$ cat src/rtl/fir_sym_mac.sv
// fir_sym_mac: symmetric FIR filter, NTAPS/2 unique coefficients,
// time-multiplexed onto a single MAC with valid/ready on both sides.
// Optional output saturation is enabled by defining FIR_SAT_EN;
// otherwise the scaled result wraps and sat_flag is tied low.
//
// Ports:
//   clk, reset               clock, synchronous active-high reset
//   x_in/_valid/_ready       input sample stream (signed)
//   coef_we/_addr/_wdata     coefficient write port, IDLE only
//   y_out/_valid/_ready      output sample stream (signed)
//   busy                     FSM not idle
//   sat_flag                 y_out was clamped (with y_out_valid)

module fir_sym_mac #(
    parameter int DATA_W    = 16,
    parameter int COEF_W    = 16,
    parameter int NTAPS     = 32,
    parameter int FRAC_BITS = 15
) (
    input  logic                            clk,
    input  logic                            reset,
    input  logic signed [DATA_W-1:0]        x_in,
    input  logic                            x_in_valid,
    output logic                            x_in_ready,
    input  logic                            coef_we,
    input  logic [$clog2(NTAPS/2)-1:0]      coef_addr,
    input  logic signed [COEF_W-1:0]        coef_wdata,
    output logic signed [DATA_W-1:0]        y_out,
    output logic                            y_out_valid,
    input  logic                            y_out_ready,
    output logic                            busy,
    output logic                            sat_flag
);

    localparam int NU    = NTAPS / 2;
    localparam int AW    = $clog2(NU);
    localparam int TW    = $clog2(NTAPS);
    localparam int CW    = $clog2(NTAPS + 1);
    localparam int PW    = DATA_W + 1 + COEF_W;
    localparam int ACC_W = DATA_W + 1 + COEF_W + AW;

    localparam logic signed [ACC_W-1:0] RND =
        {{(ACC_W-1){1'b0}}, 1'b1} << (FRAC_BITS - 1);

    if (NTAPS < 4 || (NTAPS % 2) != 0) begin : g_bad_ntaps
        $error("fir_sym_mac: NTAPS must be even and >= 4");
    end

    typedef enum logic [1:0] {
        S_IDLE,
        S_MAC,
        S_OUT
    } state_t;

    state_t r_state;
    state_t w_state_nxt;

    logic signed [DATA_W-1:0] r_tap  [NTAPS];
    logic signed [COEF_W-1:0] r_coef [NU];
    logic signed [ACC_W-1:0]  r_acc;
    logic [AW-1:0]            r_idx;
    logic [CW-1:0]            r_cnt;
    logic signed [DATA_W-1:0] r_y;
    logic                     r_vld;
    logic                     r_sat;

    logic                     w_last;
    logic                     w_full;
    logic                     w_cwe;
    logic [TW-1:0]            w_lo_idx;
    logic [TW-1:0]            w_hi_idx;
    logic signed [DATA_W-1:0] w_lo;
    logic signed [DATA_W-1:0] w_hi;
    logic signed [DATA_W:0]   w_sum;
    logic signed [PW-1:0]     w_sum_x;
    logic signed [PW-1:0]     w_coef_x;
    logic signed [PW-1:0]     w_prod;
    logic signed [ACC_W-1:0]  w_acc_nxt;
    logic signed [ACC_W-1:0]  w_rnd;
    logic signed [DATA_W-1:0] w_y;
    logic                     w_sat;

    assign x_in_ready  = (r_state == S_IDLE);
    assign busy        = (r_state != S_IDLE);
    assign y_out       = r_y;
    assign y_out_valid = r_vld;
    assign sat_flag    = r_sat;

    assign w_last = (r_idx == AW'(NU - 1));
    assign w_full = (r_cnt == CW'(NTAPS));
    assign w_cwe  = coef_we && (r_state == S_IDLE) &&
                    ({1'b0, coef_addr} < (AW+1)'(NU));

    // Pair tap k with its mirror NTAPS-1-k so one multiply covers both.
    assign w_lo_idx  = {1'b0, r_idx};
    assign w_hi_idx  = TW'(NTAPS - 1) - w_lo_idx;
    assign w_lo      = r_tap[w_lo_idx];
    assign w_hi      = r_tap[w_hi_idx];
    assign w_sum     = {w_lo[DATA_W-1], w_lo} + {w_hi[DATA_W-1], w_hi};
    assign w_sum_x   = PW'(w_sum);
    assign w_coef_x  = PW'(r_coef[r_idx]);
    assign w_prod    = w_sum_x * w_coef_x;
    assign w_acc_nxt = r_acc + {{(ACC_W-PW){w_prod[PW-1]}}, w_prod};

    // Round half up, computed on the final sum so the output register
    // loads on the same edge as the last accumulation.
    assign w_rnd = w_acc_nxt + RND;

`ifdef FIR_SAT_EN
    localparam logic signed [ACC_W-1:0] MAXV =
        {{(ACC_W-DATA_W+1){1'b0}}, {(DATA_W-1){1'b1}}};
    localparam logic signed [ACC_W-1:0] MINV =
        {{(ACC_W-DATA_W+1){1'b1}}, {(DATA_W-1){1'b0}}};

    logic signed [ACC_W-1:0] w_r;

    assign w_r = w_rnd >>> FRAC_BITS;

    always_comb begin
        w_y   = w_r[DATA_W-1:0];
        w_sat = 1'b0;
        if (w_r > MAXV) begin
            w_y   = MAXV[DATA_W-1:0];
            w_sat = 1'b1;
        end else if (w_r < MINV) begin
            w_y   = MINV[DATA_W-1:0];
            w_sat = 1'b1;
        end
    end
`else
    assign w_y   = DATA_W'(w_rnd >>> FRAC_BITS);
    assign w_sat = 1'b0;
`endif

    always_ff @(posedge clk) begin
        if (reset) begin
            r_state <= S_IDLE;
        end else begin
            r_state <= w_state_nxt;
        end
    end

    always_comb begin
        w_state_nxt = r_state;
        unique case (r_state)
            S_IDLE: begin
                if (x_in_valid) begin
                    w_state_nxt = S_MAC;
                end
            end
            S_MAC: begin
                // Until the delay line is primed the result is dropped.
                if (w_last) begin
                    w_state_nxt = w_full ? S_OUT : S_IDLE;
                end
            end
            S_OUT: begin
                if (y_out_ready) begin
                    w_state_nxt = S_IDLE;
                end
            end
            default: begin
                w_state_nxt = S_IDLE;
            end
        endcase
    end

    always_ff @(posedge clk) begin
        if (reset) begin
            for (int i = 0; i < NTAPS; i++) begin
                r_tap[i] <= '0;
            end
            for (int i = 0; i < NU; i++) begin
                r_coef[i] <= '0;
            end
            r_acc <= '0;
            r_idx <= '0;
            r_cnt <= '0;
            r_y   <= '0;
            r_vld <= 1'b0;
            r_sat <= 1'b0;
        end else begin
            if (w_cwe) begin
                r_coef[coef_addr] <= coef_wdata;
            end
            unique case (r_state)
                S_IDLE: begin
                    if (x_in_valid) begin
                        r_tap[0] <= x_in;
                        for (int i = 1; i < NTAPS; i++) begin
                            r_tap[i] <= r_tap[i-1];
                        end
                        if (!w_full) begin
                            r_cnt <= r_cnt + CW'(1);
                        end
                        r_acc <= '0;
                        r_idx <= '0;
                    end
                end
                S_MAC: begin
                    r_acc <= w_acc_nxt;
                    r_idx <= r_idx + AW'(1);
                    if (w_last && w_full) begin
                        r_y   <= w_y;
                        r_sat <= w_sat;
                        r_vld <= 1'b1;
                    end
                end
                S_OUT: begin
                    if (y_out_ready) begin
                        r_vld <= 1'b0;
                    end
                end
                default: begin
                    r_vld <= 1'b0;
                end
            endcase
        end
    end

endmodule

$ cat config.mk
export PLATFORM = sky130hd
export DESIGN_NAME = fir_sym_mac
export DESIGN_NICKNAME = d
export VERILOG_FILES = /design/src/rtl/fir_sym_mac.sv
export SDC_FILE = /design/constraint.sdc
export NUM_CORES = 2
export LEC_CHECK = 0
export ABC_AREA = 1
export BUFFER_PORTS_ARGS = -buffer_cell sky130_fd_sc_hd__buf_2
export CORE_MARGIN = 4
export CORE_UTILIZATION = 50
export DETAILED_ROUTE_END_ITERATION = 8
export PLACE_DENSITY = 0.68
export SYNTH_ARGS = -nofsm -noshare
export SYNTH_HDL_FRONTEND = slang
export SYNTH_SLANG_ARGS = --single-unit
$ cat constraint.sdc
create_clock -name clk -period 12.7 [get_ports clk]
set_input_delay 0.635 -clock clk [delete_from_list [all_inputs] [get_ports clk]]
set_output_delay 0.635 -clock clk [all_outputs]
set_load 0.01 [all_outputs]
==> impl_metrics.csv <==
group,metric,value,unit
synth,synth.lib_cells_used.distinct,58,
floorplanning,ioPinCount,61,
timing,final.period_utilization,0.9014,
clock_network,cts.sinks,832,
clock_network,cts_buffers,92,
timing,rsz0062_at_grt,"false",
global_routing,global_route_wire_length_before_repair,196800,um
placed_design,numPortBuffers,59,
synth,number_of_flops_mapped_to_enable_cells_by_yosys,768,
timing,hold_viol_final,0,
synth,synth.ff_latch_count,832,
route,route.detailed.wl_per_inst,17.80,um
route,m1WireLength,53790,um
placed_design,place_inst,6739,
timing,timing.fmax,87.35,MHz
critical_path,crit_path_frequent_cell,"inv_1",
route,drt_pre_antenna_iters,6,
timing,worst_pin_slew,1.098,ns
timing,post-route-min-period,11.45,ns
clock_network,clockRootBuffer,"clkbuf_16",
synth,synth_flop_cell,"edfxtp_1",
global_routing,pin_count_of_the_biggest_net_entering_global_routing,228,
critical_path,r2r.worst_path.cells,54,
worst_hold_path,holdCritPathClass,"in2reg",
flow_run,maxCapViolations,0,
final_layout,drive_above_1_share,0.05880,
timing,fin_worst_skew,0.03892,ns
critical_path,critical_path.startpoint_type,"flop",
worst_hold_path,min_path_cells,3,
placed_design,hpwl,80410,um
worst_hold_path,whs_endpoint,"r_state[1]",
synth,synth.yosys.warnings,0,
floorplanning,core_area,100000,um2
route,wl_met3,9206,um
critical_path,maximum_single_stage_delay_on_the_critical_path,0.95,ns
floorplanning,die-width,325.2,um
critical_path,slowest_stage,"dfxtp_4",
final_layout,layout.nets,5974,
critical_path,crit_type,"reg2reg",
route,wl_met2,56190,um
clock_network,ctsHtreeMaxLevel,3,
critical_path,rr_startpoint,"r_idx[0]",
floorplanning,die_y,325.2,um
timing,setup_tns,0,ns
route,drt_drc,0,
clock_network,clock_path_buffers,3,
global_routing,first_global_vias,36060,
route,maxUsedRoutingLayer,"met4",
timing,slew_violations,0,
synth,syn_avg_cell_area,8.981,um2
synth,proportion_of_register_bits_with_asynchronous_set_or_reset_after_synthesis,0,
synth,synth_instances,5602,
floorplanning,rows,116,
synth,portion_of_the_post_synthesis_area_used_by_sequential_elements,0.4838,
timing,worst_slew_margin_rel,0.2680,
route,route.antenna.remaining_nets,0,
global_routing,grt_antenna_before_repair,2,
global_routing,global_route.usage.total,0.2307,
clock_network,cts_hold_buffers,0,
synth,mappedNetlistNets,6041,
critical_path,critical_path_fanouts_max,102,
clock_network,cts.repair.resized,0,
route,vias,37070,
final_layout,diodes,0,
final_layout,fin_cells,6910,
timing,timing.hold.ws,0.2288,ns
floorplanning,dieArea,105800,um2
clock_network,clk_pin_slew_worst_paths,0.06,ns
final_layout,post-route-util,0.5470,
critical_path,critPathCaptureType,"flop",
global_routing,grt_remaining_overflow,0,
worst_hold_path,hp-start,"y_out_ready",
synth,synth.cell_area,50310,um2
placed_design,finalWeightedCongestion,0.9391,
status,status,"finished clean",
clock_network,worst_skew_pair.late_latency,0.69,ns
clock_network,cts_tree,"yes",
final_layout,area.growth.synth_to_final,8.719,%
critical_path,cp_data_arrival_time,12.03,ns
floorplanning,start_util,0.5031,
route,initialDrtViolationCount,3839,
critical_path,worstPathRequired,13.29,ns
clock_network,post_cts.repair.setup_buffers,0,
timing,total_setup_violations_reported_at_the_end_of_the_flow,0,
critical_path,r2r_setup_slack,1.25,ns
critical_path,rr_endpoint,"y_out[15]",
route,wirelength,123000,um
route,via_per_inst,5.364,
## how the worst max path moves through the flow
stage | from | cells after the start | end
after floorplan | flop | 63 | y_out[15]
after global placement | r_idx[0] | 53 | y_out[15]
after detailed placement | r_idx[0] | 54 | y_out[15]
after CTS | r_idx[0] | 54 | y_out[15]
after global routing | r_idx[0] | 56 | y_out[15]
final | r_idx[0] | 54 | y_out[15]
## cell usage after synthesis, types with 15 or more instances
master / instances / area, um2
nor2_1: 1032 / 3874
buf_2: 49 / 245.2
nand2_1: 716 / 2688
xnor2_1: 21 / 183.9
o21ai_0: 318 / 1592
a221oi_1: 35 / 306.5
edfxtp_1: 768 / 23060
nor3_1: 18 / 90.09
o221ai_1: 30 / 262.8
inv_1: 1025 / 3847
inv_2: 16 / 60.06
nand4_1: 15 / 93.84
dfxtp_1: 64 / 1281
a21oi_1: 459 / 2297
clkbuf_1: 204 / 765.7
fa_1: 264 / 5285
nand3_1: 224 / 1121
xor2_1: 33 / 289.0
ha_1: 134 / 1677
buf_1: 27 / 101.4
## metal layers
layer	up-vias	GRT usage
met5	-	0
met4	0	0.07452
met3	257	0.03937
met2	1304	0.3647
met1	17700	0.3267
li1	17810	-
## registers in the layout, summed over array words and instances, names as in the netlist, named ones only
register,flops
r_coef,256
y_out,16
r_tap,512
r_acc,31
y_out_valid,1
r_cnt,6
r_idx,4
r_state,2
## per-stage QoR
| step | cell area [um2] | setup WS, ns |
|---|---|---|
| 5_1_grt | 54700 | 0.2651 |
| 3_3_place_gp | 51740 | 1.432 |
| 3_5_place_dp | 51740 | 1.269 |
| 2_1_floorplan | 50310 | 2.365 |
| 4_1_cts | 54700 | 1.282 |
| 6_report | 54700 | 1.252 |
## placed cells by master (no fill, tap or decap), types with 18 or more instances in the layout
cell          n
a21oi_1     459
a221oi_1     35
buf_2        58
buf_4        54
clkbuf_1     22
clkbuf_16    95
clkinv_1     25
dfxtp_1      59
edfxtp_1    768
fa_1        264
ha_1        134
inv_1      1024
nand2_1     715
nand3_1     223
nor2_1     1031
nor3_1       18
o21ai_0     318
o221ai_1     30
xnor2_1      21
xor2_1       33
## worst max-delay path: cells and delay by family, from the launching register on
kind	cells	cell delay, ns
and+or+nand+nor	19	2.50
AOI/OAI and AO/OA	10	2.10
adders and majority gates	9	4.12
buffers and inverters	14	1.39
DFF	1	0.95
xor gates and xnor gates	2	0.24
## area by class of cell
cell class,instances,area [um2]
clock inverter,50,461.7
timing repair buffer,121,869.6
inverter,1047,3940
clock buffer,121,2497
fill,8937,45300
multi-input combinational,3441,20950
tap,1298,1624
sequential,832,24360
## kinds of logic after synthesis
family          count (synthesis)  share of synthesized area
buf+inv                      1329                     0.1006
fa+ha+maj                     398                     0.1384
simple gates                 2064                     0.1657
flops                         832                     0.4838
compound gates                920                     0.1005
other cells                     1                 0.00007453
xor+xnor                       58                    0.01092
Power is left out: the tool's default activity adds up to more than one toggle a clock period on the data nets, which glitch-free logic cannot reach.
